### config.mk
export PLATFORM = sky130hd
export DESIGN_NAME = wb_pipe_master
export DESIGN_NICKNAME = d
export VERILOG_FILES = /design/src/rtl/wb_pipe_master.sv
export SDC_FILE = /design/constraint.sdc
export NUM_CORES = 1
export LEC_CHECK = 0
export BUFFER_PORTS_ARGS = -buffer_cell sky130_fd_sc_hd__buf_2
export CORE_ASPECT_RATIO = 1.5
export CORE_MARGIN = 2
export CORE_UTILIZATION = 62
export CTS_BUF_LIST = sky130_fd_sc_hd__clkbuf_16
export DETAILED_ROUTE_END_ITERATION = 12
export GPL_TIMING_DRIVEN = 1
export PLACE_DENSITY = 0.92
export SETUP_SLACK_MARGIN = 0.2
export SYNTH_ARGS = -nofsm -noshare
export SYNTH_HDL_FRONTEND = slang
export SYNTH_SLANG_ARGS = --single-unit
### constraint.sdc
create_clock -name i_clk -period 7.8 [get_ports i_clk]
set_input_delay 1.56 -clock i_clk [delete_from_list [all_inputs] [get_ports i_clk]]
set_output_delay 1.56 -clock i_clk [all_outputs]
set_load 0.02 [all_outputs]
### src/rtl/wb_pipe_master.sv
// wb_pipe_master: command/response front end driving a Wishbone pipelined-mode master
// Ports: i_clk/i_reset_n clock and async active-low reset;
//   i_cmd_stb/i_cmd_word/o_cmd_busy command in ([DW+1:DW] opcode, [DW-1:0] payload);
//   o_rsp_stb/o_rsp_word response out ([DW+1:DW] type, [DW-1:0] payload);
//   o_wb_* / i_wb_* Wishbone pipelined master bus.
module wb_pipe_master #(
  parameter int AW      = 30,
  parameter int DW      = 32,
  parameter int MAX_OUT = 4,
  parameter int TIMEOUT = 255
) (
  input  logic            i_clk,
  input  logic            i_reset_n,
  input  logic            i_cmd_stb,
  input  logic [DW+1:0]   i_cmd_word,
  output logic            o_cmd_busy,
  output logic            o_rsp_stb,
  output logic [DW+1:0]   o_rsp_word,
  output logic            o_wb_cyc,
  output logic            o_wb_stb,
  output logic            o_wb_we,
  output logic [AW-1:0]   o_wb_addr,
  output logic [DW-1:0]   o_wb_data,
  output logic [DW/8-1:0] o_wb_sel,
  input  logic            i_wb_stall,
  input  logic            i_wb_ack,
  input  logic            i_wb_err,
  input  logic [DW-1:0]   i_wb_data
);
  localparam int TW = TIMEOUT > 0 ? $clog2(TIMEOUT + 1) : 1;
  logic [AW-1:0]      addr_r, addr_nx, eaddr;
  logic               inc_r, err_d;
  logic [3:0]         cnt, cnt_n, wi;
  logic [TW-1:0]      tcnt;
  logic [MAX_OUT-1:0] we_q, we_n;
  logic [AW-1:0]      ad_q [MAX_OUT];
  logic [AW-1:0]      ad_n [MAX_OUT];
  logic [1:0]         op;
  logic               abort, acc_rw, acc_set, iss, ack_v, err_v, cnting, tmo, kill, stb_n;
  assign op      = i_cmd_word[DW+1:DW];
  assign o_wb_sel = '1;
  // A waiting request counts against the limit so a newly accepted one can always issue.
  assign o_cmd_busy = (o_wb_stb & i_wb_stall) | (32'(cnt) + 32'(o_wb_stb) >= 32'(MAX_OUT)) | err_d;
  assign abort   = i_cmd_stb & (op == 2'b11);
  assign acc_rw  = i_cmd_stb & ~o_cmd_busy & ~op[1];
  assign acc_set = i_cmd_stb & ~o_cmd_busy & (op == 2'b10);
  assign iss     = o_wb_stb & ~i_wb_stall;
  assign ack_v   = o_wb_cyc & i_wb_ack & (cnt != 4'd0);
  assign err_v   = o_wb_cyc & i_wb_err;
  assign cnting  = ((cnt != 4'd0) | o_wb_stb) & ~ack_v & ~err_v;
  assign tmo     = (TIMEOUT != 0) & cnting & (tcnt == TW'(TIMEOUT - 1));
  assign kill    = abort | err_v | tmo;
  assign cnt_n   = cnt + 4'(iss) - 4'(ack_v);
  assign wi      = cnt - 4'(ack_v);
  assign stb_n   = acc_rw | (o_wb_stb & ~iss);
  assign addr_nx = (iss & inc_r) ? addr_r + AW'(1) : addr_r;
  // The oldest outstanding transfer is the one an err refers to.
  assign eaddr   = cnt != 4'd0 ? ad_q[0] : o_wb_addr;
  always_comb begin
    we_n = ack_v ? we_q >> 1 : we_q;
    ad_n = ad_q;
    if (ack_v)
      for (int i = 0; i < MAX_OUT - 1; i++) ad_n[i] = ad_q[i+1];
    for (int i = 0; i < MAX_OUT; i++)
      if (iss && 4'(i) == wi) begin
        we_n[i] = o_wb_we;
        ad_n[i] = o_wb_addr;
      end
  end
  always_ff @(posedge i_clk or negedge i_reset_n) begin
    if (!i_reset_n) begin
      addr_r     <= '0;
      inc_r      <= 1'b0;
      err_d      <= 1'b0;
      cnt        <= '0;
      tcnt       <= '0;
      we_q       <= '0;
      for (int i = 0; i < MAX_OUT; i++) ad_q[i] <= '0;
      o_rsp_stb  <= 1'b0;
      o_rsp_word <= '0;
      o_wb_cyc   <= 1'b0;
      o_wb_stb   <= 1'b0;
      o_wb_we    <= 1'b0;
      o_wb_addr  <= '0;
      o_wb_data  <= '0;
    end else begin
      err_d      <= ~abort & (err_v | tmo);
      o_rsp_stb  <= kill | ack_v;
      o_rsp_word <= abort ? {2'b11, {DW{1'b0}}} :
                    err_v ? {2'b10, DW'(eaddr)} :
                    tmo   ? {2'b10, {DW{1'b1}}} :
                    ack_v ? {1'b0, we_q[0], we_q[0] ? {DW{1'b0}} : i_wb_data} : o_rsp_word;
      o_wb_stb   <= ~kill & stb_n;
      o_wb_cyc   <= ~kill & (stb_n | (cnt_n != 4'd0));
      cnt        <= kill ? 4'd0 : cnt_n;
      tcnt       <= (cnting & ~kill) ? tcnt + TW'(1) : '0;
      we_q       <= we_n;
      ad_q       <= ad_n;
      addr_r     <= acc_set ? i_cmd_word[AW-1:0] : addr_nx;
      if (acc_set) inc_r <= i_cmd_word[DW-1];
      if (acc_rw) begin
        o_wb_we   <= op[0];
        o_wb_addr <= addr_nx;
        o_wb_data <= i_cmd_word[DW-1:0];
      end
    end
  end
endmodule

-- Yosys cells after proc, flatten, opt, wreduce, memory -nomap -nowiden
Cells that the tools add are included.
- register bits after elaboration: 268
- input bits: 72
- output and inout port bits: 105
- word-level logic and storage cells: 99
- add/subtract/negate cells: 6
- $lt $le $gt $ge: 1
- eq/ne operators: 6
- mux-type cells: 19
- bitwise gates (word level): 35
- reduce and logical (&&, ||, !) cells: 12
- operators by type and width (operator ; number):
    30-bit two-way mux ; 6
    34-bit two-way mux ; 4
    90-bit two-way mux ; 1
    32-bit two-way mux ; 1
    30-bit by 1-bit adder with 30-bit output, second input constant ; 1
    1-bit AND ; 18
    4-bit nonzero test ; 3
    1-bit bitwise OR ; 9
    8-bit by 1-bit adder with 8-bit output, second input constant ; 1
    2-bit by 4-bit == test with 1-bit output, first input constant ; 2
    8-bit == test, second input constant ; 1
    4-bit two-way mux ; 2
    8-bit two-way mux ; 1
    1-bit NOT ; 8
    2-bit nonzero test ; 4
    4-bit by 1-bit subtractor with 4-bit output ; 2
    4-bit by 1-bit adder with 5-bit output ; 1
    5-bit by 3-bit >= comparator with 1-bit output, second input constant ; 1
    4-bit by 1-bit adder with 4-bit output ; 1
    1-bit by 4-bit == test with 1-bit output, first input constant ; 1
    2-bit == test, second input constant ; 2
    1-bit logical AND ; 4
    4-bit logical NOT ; 1
    1-bit two-way mux ; 4

-- Logic depth before layout (Yosys ltp)
Gate-level depths: netlist (run 1).
- depth after elaboration: 10
- mapped depth: 15
- gate-level depth less buffers: 13

-- Worst setup path after synthesis (run 1)
OpenSTA, ideal clock, no wires.
- path kind: input -> register
- start: input port i_wb_ack
- end: register ad_q[60] (netlist bit)
- library setup time: 0.125 ns
- data arrival time: 3.774 ns
- data required time: 7.675 ns
- setup slack: 3.901 ns
- stages: 11
- path buffers: 2
- cells stage by stage: nand3_2 inv_2 clkbuf_1 ha_1 ha_1 xnor2_1 nand2_1 or3_4 nor3b_4 buf_6 mux2_2
- cells in the longest elaborated chain, start to end: 6
- elaborated cells between the ends (all ways): 7
- classes of those cells: add/sub (1); eq/ne (1); mux (1); bitwise (2); reduce/logical (2)
- ends and longest elaborated chain (what ; RTL line ; source):
    start, declared ; 26 ; input logic i_wb_ack,
    1-bit AND (*) (2 in series) ; 48 ; assign ack_v = o_wb_cyc & i_wb_ack & (cnt != 4'd0);
    4-bit by 1-bit subtractor with 4-bit output ; 54 ; assign wi = cnt - 4'(ack_v);
    1-bit by 4-bit == test with 1-bit output ; 65 ; if (iss && 4'(i) == wi) begin
    1-bit logical AND ; 65 ;
    30-bit two-way mux or 2-bit nonzero test (tied branches) ; -- ;
    end signal, assigned ; 98 ; ad_q <= ad_n;
    end, declared ; 36 ; logic [AW-1:0] ad_q [MAX_OUT];
Mark *: on every way between the ends. The rest lies on a longest branch, timed or not.
A chain may end at the register's enable or synchronous reset.

-- Worst setup path in the final report (run 1)
- start: register cnt[2]
- end: register ad_q[73] (netlist bit)
- cells in the longest elaborated chain, start to end: 6
- elaborated cells between the ends (all ways): 7
- classes of those cells: add/sub (1); eq/ne (1); mux (1); bitwise (1); reduce/logical (3)
- ends and longest elaborated chain (what ; RTL line ; source):
    start, declared ; 33 ; logic [3:0] cnt, cnt_n, wi;
    start signal, assigned ; 95 ; cnt <= kill ? 4'd0 : cnt_n;
    4-bit nonzero test ; 48 ;
    1-bit AND ; 48 ;
    4-bit by 1-bit subtractor with 4-bit output ; 54 ;
    1-bit by 4-bit == test with 1-bit output ; 65 ;
    1-bit logical AND ; 65 ;
    30-bit two-way mux or 2-bit nonzero test (tied branches) ; -- ;
Several ways; a longest one is shown, not always the timed one.

==> results of run 1 <==
==> worst paths after layout <==
path	startpoint	to	slack [ns]
max in group asynchronous	i_reset_n	ad_q[99]$_DFFE_PN0P_	5.06
min in group asynchronous	i_reset_n	o_wb_data[29]$_DFFE_PN0P_	1.06
min reg2reg	o_rsp_word[33]$_DFFE_PN0P_	o_rsp_word[33]$_DFFE_PN0P_	0.48
max reg2reg	cnt[2]$_DFF_PN0_	ad_q[73]$_DFFE_PN0P_	3.17
max	cnt[2]$_DFF_PN0_	ad_q[73]$_DFFE_PN0P_	3.17
min	o_rsp_word[33]$_DFFE_PN0P_	o_rsp_word[33]$_DFFE_PN0P_	0.48
==> registers in the layout, summed over array words and instances, names as in the netlist <==
name,count
o_wb_data,32
addr_r,30
o_wb_stb,1
o_rsp_stb,1
cnt,4
we_q,4
err_d,1
tcnt,8
ad_q,120
o_rsp_word,34
o_wb_cyc,1
inc_r,1
o_wb_we,1
o_wb_addr,30
==> cell type report <==
type | instances | area, um^2 | area share
inverters | 44 | 165.2 | 0.01136
well taps | 264 | 330.3 | 0.02272
clock buffers | 25 | 625.6 | 0.04304
repair buffers | 184 | 960.9 | 0.06610
clock inverters | 19 | 175.2 | 0.01205
flip-flops and latches | 268 | 6706 | 0.4614
multi-input cells | 897 | 5573 | 0.3834
==> cells in the mapped netlist (2+ instances only) <==
| library cell | number |
|---|---|
| nand2_1 | 360 |
| dfrtp_1 | 268 |
| mux2_2 | 164 |
| nor2_1 | 80 |
| a21oi_1 | 54 |
| nand3_1 | 46 |
| inv_1 | 43 |
| clkbuf_1 | 34 |
| a32o_1 | 30 |
| o21ai_1 | 28 |
| buf_2 | 24 |
| xor2_1 | 20 |
| xnor2_1 | 17 |
| ha_1 | 16 |
| and3_1 | 11 |
| nand4_1 | 11 |
| buf_1 | 8 |
| buf_4 | 7 |
| nor3_1 | 6 |
| o21ai_0 | 6 |
| a31oi_1 | 4 |
| and4_1 | 4 |
| nor4_1 | 4 |
| buf_6 | 3 |
| nand3b_1 | 3 |
| nand4b_1 | 3 |
| a22oi_1 | 2 |
| nand2b_1 | 2 |
| or3_1 | 2 |
==> kinds of logic after synthesis <==
family                   share of synthesized area
AND/OR/NAND/NOR                             0.1796
flip-flops                                  0.5248
multiplexers                                0.1462
AO/OA/AOI/OAI                              0.06511
buffers and inverters                      0.04142
XOR/XNOR                                   0.02536
adder cells (fa/ha/maj)                    0.01723
other                                    0.0002935
==> power by group <==
part,internal (W),total [W],switching [W]
registers,0.00195,0.00250,0.000550
clock network,0.000684,0.00121,0.000527
logic,0.000884,0.00220,0.00131
total,0.00352,0.00591,0.00239
==> layer usage <==
| metal | vias to the layer above | share of wire |
|---|---|---|
| li1 | 4576 | - |
| met1 | 4983 | 0.38 |
| met2 | 438 | 0.51 |
| met3 | 99 | 0.070 |
| met4 | 0 | 0.042 |
| met5 | - | 0 |
==> worst max-delay path: cells and delay by family, from the launching register on <==
family	cells	cell delay [ns]
adders and majority gates	3	0.61
and+or+nand+nor	5	1.15
buffers and inverters	5	1.67
xor gates and xnor gates	1	0.17
muxes	1	0.41
DFF	1	0.45
==> through the flow <==
step | setup WS (ns) | hold slack, ns | util | cells
after floorplan | 3.901 | 0.4580 | - | 1285
after global placement | 3.138 | 0.4679 | 0.6753 | 1657
after detailed placement | 3.064 | 0.4742 | 0.6753 | 1657
after CTS | 3.244 | 0.4886 | 0.7147 | 1701
after global routing | 2.918 | 0.5035 | 0.7147 | 1701
final | 3.175 | 0.4839 | 0.7147 | 1701
==> cells in the final DEF (no fill, tap or decap), types with 5 or more instances in the layout <==
cell       count
a21oi_1       54
a32o_1        30
and3_1        11
buf_2        171
buf_4         12
clkbuf_16     25
clkinv_1       5
dfrtp_1      268
ha_1          16
inv_1         46
mux2_2       164
nand2_1      360
nand3_1       46
nand4_1       11
nor2_1        80
nor3_1         6
o21ai_0        6
o21ai_1       28
xnor2_1       17
xor2_1        20
==> reports/results.tsv, run 1 <==
metric	value	unit
synth_ff_type	dfrtp_1	
fp.coreArea	0.02034	mm^2
finalHoldViolCount	0	
fin_nets	1509	
fp-row-count	64	
start_util	0.6283	
critPathKind	reg -> reg	
met2_usage	0.4915	
leakage	7.337	nW
place.gp.congestion	0.8977	
die_area	0.02180	mm^2
critPathMaxStageDelay	0.75	ns
met3_usage	0.04093	
postSynthAreaPerCell	9.968	um^2
final.period_utilization	0.5930	
busiest_layer	met2	
post-route-min-period	4.625	ns
die_h	179.8	um
skew	0.01055	ns
vias	10100	
area.growth.synth_to_final	13.76	%
grt_antenna_before_repair	0	
synth_area	0.01278	mm^2
dpl_cell_area	0.01374	mm^2
postCtsResizedCells	0	
slowest_stage	buf_4	
grt.total_usage	0.2873	
final.setup.tns	0	ns
reg2reg_depth	15	
first_iter_violations	772	
cap_violations	0	
fmax	0.2162	GHz
yosys_register_bits	268	
drc	0	
synth.area.top_cells	dfrtp_1 (52%), mux2_2 (14%), nand2_1 (11%)	
powerDensity	406.5	mW/mm^2
drtPass1Iterations	5	
irDropWorstVdd	251.4	uV
htree_num_levels	1	
worstPathMaxFanout	99	
netlist_instances	1282	
cts_made_buffers	25	
finalSetupViolations	0	
synth_warnings	0	
nFillCells	1418	
hold_depth	1	
arrival	5.02	ns
yosys.area.top_type	dfrtp_1	
post_cts_buffers	0	
io_pins	177	
die_w	121.2	um
clockBufferDepth	3	
max_slew.worst_pin.slew	1.231	ns
clkLatencyLatePin	0.52	ns
startpoint_type	flip-flop	
grt_pass1_wl	51320	um
cts_num_sinks	268	
synth_cell_types	51	
hpwl	19980	um
power	0.005909	W
drt-total-wl	30870	um
cp.required	8.19	ns
status	completed	
cts_tree	yes	
crit_chain	inv_1 > ha_1 > or3b_1 > buf_4 > nand3_2 > buf_4 > inv_2 > ha_1 > ha_1 > xnor2_1 > nand2_1 > or3_4 > nor3b_4 > buf_4 > mux2_2	
slew_viol_final	0	
cts.clk_slew.worst_paths	0.07	ns
root_buffer	clkbuf_16	
viasPerCell	5.935	
final_area	0.01454	mm^2
rsz0062_at_grt	false	
slew_headroom	0.1794	
yosysSeqAreaShare	0.5248	
io_buffers	172	
grt_overflow	0	
grt_pass1_vias	10320	
diodes	0	
synth.top_cell.area_share	0.5248	
cts-hold-fix-buffers	0	
drive_above_1_share	0.2749	
synth_edf_count	0	
drtAntennaViolNets	0	
wire_per_inst	18.15	um
async_flop_share	1.000	
grtUsageMet1	0.3599	
grt_max_degree	119	
worst_setup_path_end_kind	flip-flop	
holdCritPathClass	reg -> reg	
No activity file was read; power rests on OpenSTA's default activity.
==> run 2: changes to the inputs <==
--- a/config.mk
+++ b/config.mk
@@ -5,14 +5,15 @@
 export SDC_FILE = /design/constraint.sdc
 export NUM_CORES = 1
 export LEC_CHECK = 0
+export ABC_AREA = 1
 export BUFFER_PORTS_ARGS = -buffer_cell sky130_fd_sc_hd__buf_2
 export CORE_ASPECT_RATIO = 1.5
 export CORE_MARGIN = 2
-export CORE_UTILIZATION = 62
+export CORE_UTILIZATION = 58
 export CTS_BUF_LIST = sky130_fd_sc_hd__clkbuf_16
 export DETAILED_ROUTE_END_ITERATION = 12
 export GPL_TIMING_DRIVEN = 1
-export PLACE_DENSITY = 0.92
+export PLACE_DENSITY = 0.87
 export SETUP_SLACK_MARGIN = 0.2
 export SYNTH_ARGS = -nofsm -noshare
 export SYNTH_HDL_FRONTEND = slang
==> constraint.sdc (replaced) <==
create_clock -name i_clk -period 4.8 [get_ports i_clk]
set_input_delay 0.96 -clock i_clk [delete_from_list [all_inputs] [get_ports i_clk]]
set_output_delay 0.96 -clock i_clk [all_outputs]
set_load 0.02 [all_outputs]
==> run 2 against run 1 <==
Net effect:
- via count grew 22%
- synthesized cell count increased by 32%
- count of clock-buffer cells in the layout unchanged
- final cell count rose by 23%
- setup slack got worse by 1.7 ns
- critical path depth decreased by 1
- routed wire length grew 13%
- area after synthesis up 5.4%
- fmax up 38%
- die area is 12% higher
- utilization is 5.7 points lower
- critical endpoint is now ad_q[97]$_DFFE_PN0P_
- largest cell class unchanged
==> reports/results.tsv, run 2 <==
metric	value	unit	change
status	completed		
synth_compound_area_frac	0.06141		-0.003705
worstPathMaxFanout	62		-37%
root_buffer	clkbuf_16		
largest_register_ffs	120		unchanged
powerDensity	652.1	mW/mm^2	+60%
yosys.area.top_type	dfrtp_1		
hold_path.startpoint	o_wb_data[9]$_DFFE_PN0P_		
yosys_register_bits	268		unchanged
swShare	0.4449		+0.04046
netlist_instances	1695		+32%
fmax	0.2986	GHz	+38%
slowest_stage	inv_2		
clkPwrFrac	0.192		-0.013
fp.coreArea	0.02289	mm^2	+13%
rsz0062_at_grt	false		
largestRegisters	ad_q (120), o_rsp_word (34), o_wb_data (32)		
vias	12270		+22%
slew_headroom	0.2443		+0.06493
die_area	0.02448	mm^2	+12%
cts.clk_slew.worst_paths	0.06	ns	about the same
grt_pass1_vias	11400		+10%
synth.top_cell.area_share	0.4980		-0.02687
hpwl	23760	um	+19%
max_slew.worst_pin.slew	1.132	ns	-0.09904 ns
power_frac_seq	0.406		-0.017
yosysSeqAreaShare	0.4980		-0.02687
start_util	0.5885		-0.03981
io_pins	177		unchanged
area.growth.synth_to_final	11.71	%	
yosysMostFrequentCell	nand3_1		
fp-row-count	68		+6.3%
finalHoldViolCount	0		unchanged
htree_num_levels	1		unchanged
cts_tree	yes		
drive_above_1_share	0.1385		-0.1363
wire_per_inst	16.55	um	-8.8%
grt.total_usage	0.2828		-0.004506
startpoint_type	flip-flop		
r2r_slack	1.45	ns	-1.72 ns
skew	0.007260	ns	-0.003292 ns
postCtsResizedCells	0		unchanged
critPathKind	reg -> reg		
top_register	ad_q		
grt_max_degree	116		-2.5%
r2r-start	cnt[2]$_DFF_PN0_		
synth_mux_area_frac	0		-0.1462
grt_antenna_before_repair	0		unchanged
die_w	128.4	um	+5.9%
synth-xor-area-share	0.01301		-0.01235
path_common_cell	ha_1		
drtAntennaViolNets	0		unchanged
synthAdderAreaFrac	0.01635		-0.0008821
async_flop_share	1.000		unchanged
reg2reg_depth	14		-1
fin_nets	1891		+25%
hold_depth	2		+1
first_iter_violations	1238		+60%
place.gp.congestion	0.9557		+6.5%
synth.area.top_cells	dfrtp_1 (50%), nand3_1 (16%), nand2_1 (11%)		
synth_simple_gate_area_frac	0.3306		+0.1511
switchingPower	0.004365	W	+83%
finalSetupViolations	0		unchanged
grt_overflow	0		unchanged
pre_cts_ws	1.283	ns	-1.781 ns
synth_ff_type	dfrtp_1		
setup_slack	1.451	ns	-1.723 ns
cap_violations	0		unchanged
synth_warnings	0		unchanged
internal-power	0.005445	W	+55%
postSynthAreaPerCell	7.946	um^2	-20%
critPathMaxStageDelay	0.48	ns	-0.27 ns
clockBufferDepth	3		unchanged
power	0.009811	W	+66%
synth_area	0.01347	mm^2	+5.4%
path_buf_inv	5		unchanged
synth_top_family_by_area	simple AND/OR/NAND/NOR gates		
layout_commonest_cell	nand3_1		
grt_pass1_wl	56870	um	+11%
post_cts_buffers	0		unchanged
worst_setup_path_end_kind	flip-flop		
cts_made_buffers	25		unchanged
slew_viol_final	0		unchanged
final.period_utilization	0.6976		+0.1046
mostFrequentLayoutCells	nand3_1 (421), nand2_1 (399), dfrtp_1 (268)		
final.setup.tns	0	ns	unchanged
leakage	7.690	nW	+4.8%
clkLatencyLatePin	0.52	ns	about the same
drc	0		unchanged
drt-total-wl	34750	um	+13%
synth_common_cells	nand3_1 (422), nand2_1 (399), dfrtp_1 (268)		
diodes	0		unchanged
holdCritPathClass	reg -> reg		
post-route-min-period	3.349	ns	-1.277 ns
irDropWorstVdd	431.1	uV	+71%
critical-path-top-delay-family	buffers and inverters		
cts-hold-fix-buffers	0		unchanged
viasPerCell	5.847		-1.5%
cp.required	5.25	ns	-2.94 ns
die_h	190.6	um	+6.0%
synth_cell_types	37		-27%
crit_chain	inv_1 > ha_1 > nand2_2 > nand3_4 > clkinv_1 > ha_1 > ha_1 > inv_2 > nor3_4 > buf_4 > nand2_1 > buf_4 > nand3_1 > nand3_1		
hold_end	o_wb_data[9]$_DFFE_PN0P_		
io_buffers	172		unchanged
arrival	3.80	ns	-1.22 ns
combPwrFrac	0.402		+0.030
r2r-end	ad_q[97]$_DFFE_PN0P_		
cts_num_sinks	268		unchanged
synth_edf_count	0		unchanged
drtPass1Iterations	6		+1
==> run 2: cell count changes in the layout (fill, tap and decap cells not counted), sizes merged, moves of 24 or more <==
cell   delta
nand3   +380
mux2    -165
o21ai    +93
inv      +87
nand2    +45
a32o     -30
nand4    +26
a21oi    -24
nor2     +24
==> run 2: tightest hold or removal path, delay by kind of cell, from the launching register on <==
family	cells	cell delay, ns
and+or+nand+nor	2	0.11
DFF	1	0.33
==> run 2: stage by stage <==
step	utilization	instances	cell area [um^2]	hold WS (ns)
finish	0.6573	2099	15040	0.4690
global route	0.6573	2099	15040	0.4993
CTS	0.6573	2099	15040	0.4698
detailed placement	0.6244	2055	14290	0.4538
global placement	0.6244	2055	14290	0.4519
floorplan	-	1698	13480	0.4546
==> run 2: worst max path at each step <==
stage                startpoint              endpoint  cells past startpoint
2_1_floorplan          i_wb_ack    o_wb_cyc$_DFF_PN0_                     13
3_3_place_gp           i_wb_ack  ad_q[97]$_DFFE_PN0P_                     12
3_5_place_dp           i_wb_ack  ad_q[97]$_DFFE_PN0P_                     12
4_1_cts        cnt[2]$_DFF_PN0_  ad_q[97]$_DFFE_PN0P_                     14
5_1_grt        cnt[2]$_DFF_PN0_  ad_q[86]$_DFFE_PN0P_                     14
6_report       cnt[2]$_DFF_PN0_  ad_q[97]$_DFFE_PN0P_                     14
==> run 2: final cells by class <==
cell class / count / area (um^2)
Fill cell: 1802 / 7843
Multi-Input combinational cell: 1182 / 5710
Clock inverter: 19 / 128.9
Inverter: 133 / 501.7
Clock buffer: 25 / 625.6
Tap cell: 280 / 350.3
Timing Repair Buffer: 192 / 1021
Sequential cell: 268 / 6706
==> run 2: metal layers <==
metal	vias to the layer above	share of wire	track usage
li1	5791	-	-
met1	5772	0.39	0.3818
met5	-	0	0
met3	84	0.082	0.03676
met2	626	0.50	0.4789
met4	0	0.027	0.08284
==> run 2: logic make-up (layout without fill, tap and decap cells) <==
logic type                 after synthesis  count (layout)
DFF                                    268             268
other                                    1               4
buffers and inverters                  248             369
xor gates and xnor gates                20              20
adders and majority gates               17              17
and+or+nand+nor                        980             980
AOI/OAI and AO/OA                      161             161
==> run 2: power by group through the flow <==
stage	sequential [W]	clock (W)	combinational (W)
after global routing	0.00409	0.00200	0.00439
after global placement	0.00395	0	0.00376
after CTS	0.00396	0.00190	0.00393
after floorplan	0.00424	0	0.00244
after detailed placement	0.00399	0	0.00391
final	0.00399	0.00188	0.00394
==> run 3: changes to the inputs <==
--- a/config.mk
+++ b/config.mk
@@ -9,11 +9,11 @@
 export BUFFER_PORTS_ARGS = -buffer_cell sky130_fd_sc_hd__buf_2
 export CORE_ASPECT_RATIO = 1.5
 export CORE_MARGIN = 2
-export CORE_UTILIZATION = 58
+export CORE_UTILIZATION = 53
 export CTS_BUF_LIST = sky130_fd_sc_hd__clkbuf_16
 export DETAILED_ROUTE_END_ITERATION = 12
 export GPL_TIMING_DRIVEN = 1
-export PLACE_DENSITY = 0.87
+export PLACE_DENSITY = 0.84
 export SETUP_SLACK_MARGIN = 0.2
 export SYNTH_ARGS = -nofsm -noshare
 export SYNTH_HDL_FRONTEND = slang
==> constraint.sdc (replaced) <==
create_clock -name i_clk -period 2.7 [get_ports i_clk]
set_input_delay 0.54 -clock i_clk [delete_from_list [all_inputs] [get_ports i_clk]]
set_output_delay 0.54 -clock i_clk [all_outputs]
set_load 0.02 [all_outputs]
==> run 3 against run 2 <==
Net effect:
- the flow now finishes with violations (negative hold slack)
- critical path depth grew 1
- non-clock buffer count grew 42
- clock power grew 110%
- hold slack lost 0.51 ns
- global-route usage shrank 1.5 points
- count of clock-buffer cells in the layout grew 2
- critical endpoint is now ad_q[44]$_DFFE_PN0P_
==> reports/results.tsv, run 3 (synthesis results as in run 2) <==
metric	value	unit	change
status	finished with violations		
failed_checks	negative hold slack		
root_buffer	clkbuf_16		
grt_pass1_wl	58510	um	+2.9%
grtUsageMet1	0.3506		-0.03115
htree_num_levels	1		unchanged
internal-power	0.01069	W	+96%
grt_antenna_before_repair	0		unchanged
io_buffers	172		unchanged
skew	0.008798	ns	+0.001537 ns
viasPerCell	5.932		+1.4%
max_slew.worst_pin.slew	0.9809	ns	-0.1510 ns
critPathKind	reg -> reg		
power_frac_seq	0.372		-0.034
grt_overflow	0		unchanged
multiInputGateArea	0.005868	mm^2	+2.8%
nFillCells	2007		+11%
irDropWorstVdd	612.3	uV	+42%
fin_hold_ws	-0.03697	ns	-0.5060 ns
first_iter_violations	1561		+26%
worst_setup_path_end_kind	flip-flop		
cp.required	3.08	ns	-2.17 ns
r2r-start	cnt[2]$_DFF_PN0_		
critical-path-top-delay-family	simple AND/OR/NAND/NOR gates		
grt_pass1_vias	11620		+2.0%
busiest_layer	met2		
combPwrFrac	0.424		+0.022
cts_tree	yes		
critPathMaxStageDelay	0.39	ns	-0.09 ns
diodes	0		unchanged
ff_latch_area	0.006706	mm^2	unchanged
clockBufferDepth	3		unchanged
fp-row-count	71		+4.4%
finalHoldViolCount	12		+12
slew_viol_final	0		unchanged
grt.total_usage	0.2674		-0.01543
drt-total-wl	41100	um	+18%
die_w	134.2	um	+4.5%
vias	12990		+5.8%
cap_violations	0		unchanged
slew_headroom	0.3453		+0.1010
powerDensity	1183	mW/mm^2	+81%
place.gp.congestion	0.9160		-4.2%
fmax	0.3917	GHz	+31%
hpwl	24080	um	+1.4%
fp.coreArea	0.02505	mm^2	+9.5%
cts.clk_slew.worst_paths	0.07	ns	about the same
die_area	0.02673	mm^2	+9.2%
die_h	199.2	um	+4.5%
arrival	2.93	ns	-0.87 ns
cts_made_buffers	26		+4.0%
startpoint_type	flip-flop		
start_util	0.5376		-0.05085
holdCritPathClass	in -> async		
worstPathMaxFanout	16		-74%
io_pins	177		unchanged
final_area	0.01613	mm^2	+7.2%
post-route-min-period	2.553	ns	-0.7954 ns
largestRegisters	ad_q (120), o_rsp_word (34), o_wb_data (32)		
swShare	0.4400		-0.004950
top_register	ad_q		
power	0.01909	W	+95%
mostFrequentLayoutCells	nand3_1 (415), nand2_1 (396), dfrtp_1 (268)		
met3_usage	0.02993		-0.006822
finalSetupViolations	0		unchanged
clkLatencyLatePin	0.54	ns	+0.02 ns
switchingPower	0.008399	W	+92%
area.growth.synth_to_final	19.80	%	
wire_per_inst	18.76	um	+13%
path_buf_inv	4		-1
cts_num_sinks	268		unchanged
layout_commonest_cell	nand3_1		
leakage	8.144	nW	+5.9%
dpl_cell_area	0.01458	mm^2	+2.0%
drc	0		unchanged
grt_max_degree	159		+37%
slowest_stage	dfrtp_1		
crit_path_start	cnt[2]$_DFF_PN0_		
drtAntennaViolNets	0		unchanged
crit_chain	inv_2 > ha_4 > nand2_8 > nand3_4 > inv_2 > ha_2 > ha_4 > xnor2_1 > nand2_1 > nor2_4 > buf_12 > nand3_4 > buf_12 > nand3_1 > nand3_1		
final.period_utilization	0.9456		+0.2480
largest_register_ffs	120		unchanged
drtPass1Iterations	8		+2
fin_nets	1934		+2.3%
clkPwrFrac	0.204		+0.012
met2_usage	0.4581		-0.02081
finish.utilization	0.6440		-0.01329
drive_above_1_share	0.1762		+0.03762
[run 3: changes by cell type in the layout (fill, tap and decap cells not counted), moves of 4 or more]
cell       change
inv_2          +4
nand3_1        -6
ha_4           +4
buf_4          +6
clkbuf_16     +14
ha_1           -6
buf_6         +13
clkinv_1       -7
inv_1          -8
nand3_2        +4
buf_12        +11
[run 3: power by group through the flow]
stage | Sequential [W] | Combinational (W) | Clock [W]
after floorplan | 0.00755 | 0.00440 | 0
after global placement | 0.00697 | 0.00700 | 0
after detailed placement | 0.00705 | 0.00721 | 0
after CTS | 0.00701 | 0.00728 | 0.00390
after global routing | 0.00727 | 0.00889 | 0.00408
final | 0.00710 | 0.00809 | 0.00390
[run 3: through the flow]
step | setup slack, ns | std cells | hold slack, ns | TNS (ns)
after global placement | 0.2053 | 2113 | 0.4517 | 0
after detailed placement | 0.09960 | 2113 | 0.4579 | 0
final | 0.1469 | 2190 | -0.03697 | 0
after global routing | -0.0001659 | 2190 | 0.02554 | -0.0001659
after floorplan | 0.1924 | 1698 | 0.2444 | 0
after CTS | 0.1821 | 2158 | 0.03023 | 0
[run 3: what timing repair did]
| item | 4_1_cts | 5_1_grt |
|---|---|---|
| pin swaps | 1 | 15 |
| cloned | 0 | 21 |
| gates resized for setup | 4 | 30 |
| endpoints found under the setup margin | 65 | 126 |
| hold endpoints to repair | 0 | 0 |
| hold buffers | 0 | 0 |
| buffers inserted | 0 | 11 |
[run 3: cell type report]
class,instances,area share
Clock buffer,27,0.04188
Clock inverter,18,0.01404
Inverter,133,0.03125
Multi-Input combinational cell,1182,0.3637
Sequential cell,268,0.4157
Tap cell,328,0.02544
Timing Repair Buffer,234,0.1080
[run 3: final timing paths]
path	cells past startpoint	slack, ns	endpoint
min in group i_clk	3	0.22	o_wb_data[30]$_DFFE_PN0P_
worst max register to register	15	0.15	ad_q[44]$_DFFE_PN0P_
max in group asynchronous	2	1.81	o_wb_data[10]$_DFFE_PN0P_
worst min register to register	2	0.47	o_wb_data[10]$_DFFE_PN0P_
worst max-delay path	15	0.15	ad_q[44]$_DFFE_PN0P_
worst min-delay path	1	-0.04	o_wb_data[5]$_DFFE_PN0P_
[run 3: per-layer routing]
layer	up-vias	part of all wire
met5	-	0
met4	0	0.070
met3	192	0.081
met2	830	0.48
met1	6093	0.36
li1	5875	-
[run 3: worst register-to-register path: stages (launching register included)]
cell     delay [ns]
dfrtp_1        0.39
inv_2          0.13
ha_4           0.18
nand2_8        0.07
nand3_4        0.08
inv_2          0.07
ha_2           0.19
ha_4           0.15
xnor2_1        0.13
nand2_1        0.10
nor2_4         0.12
buf_12         0.13
nand3_4        0.14
buf_12         0.21
nand3_1        0.13
nand3_1        0.16
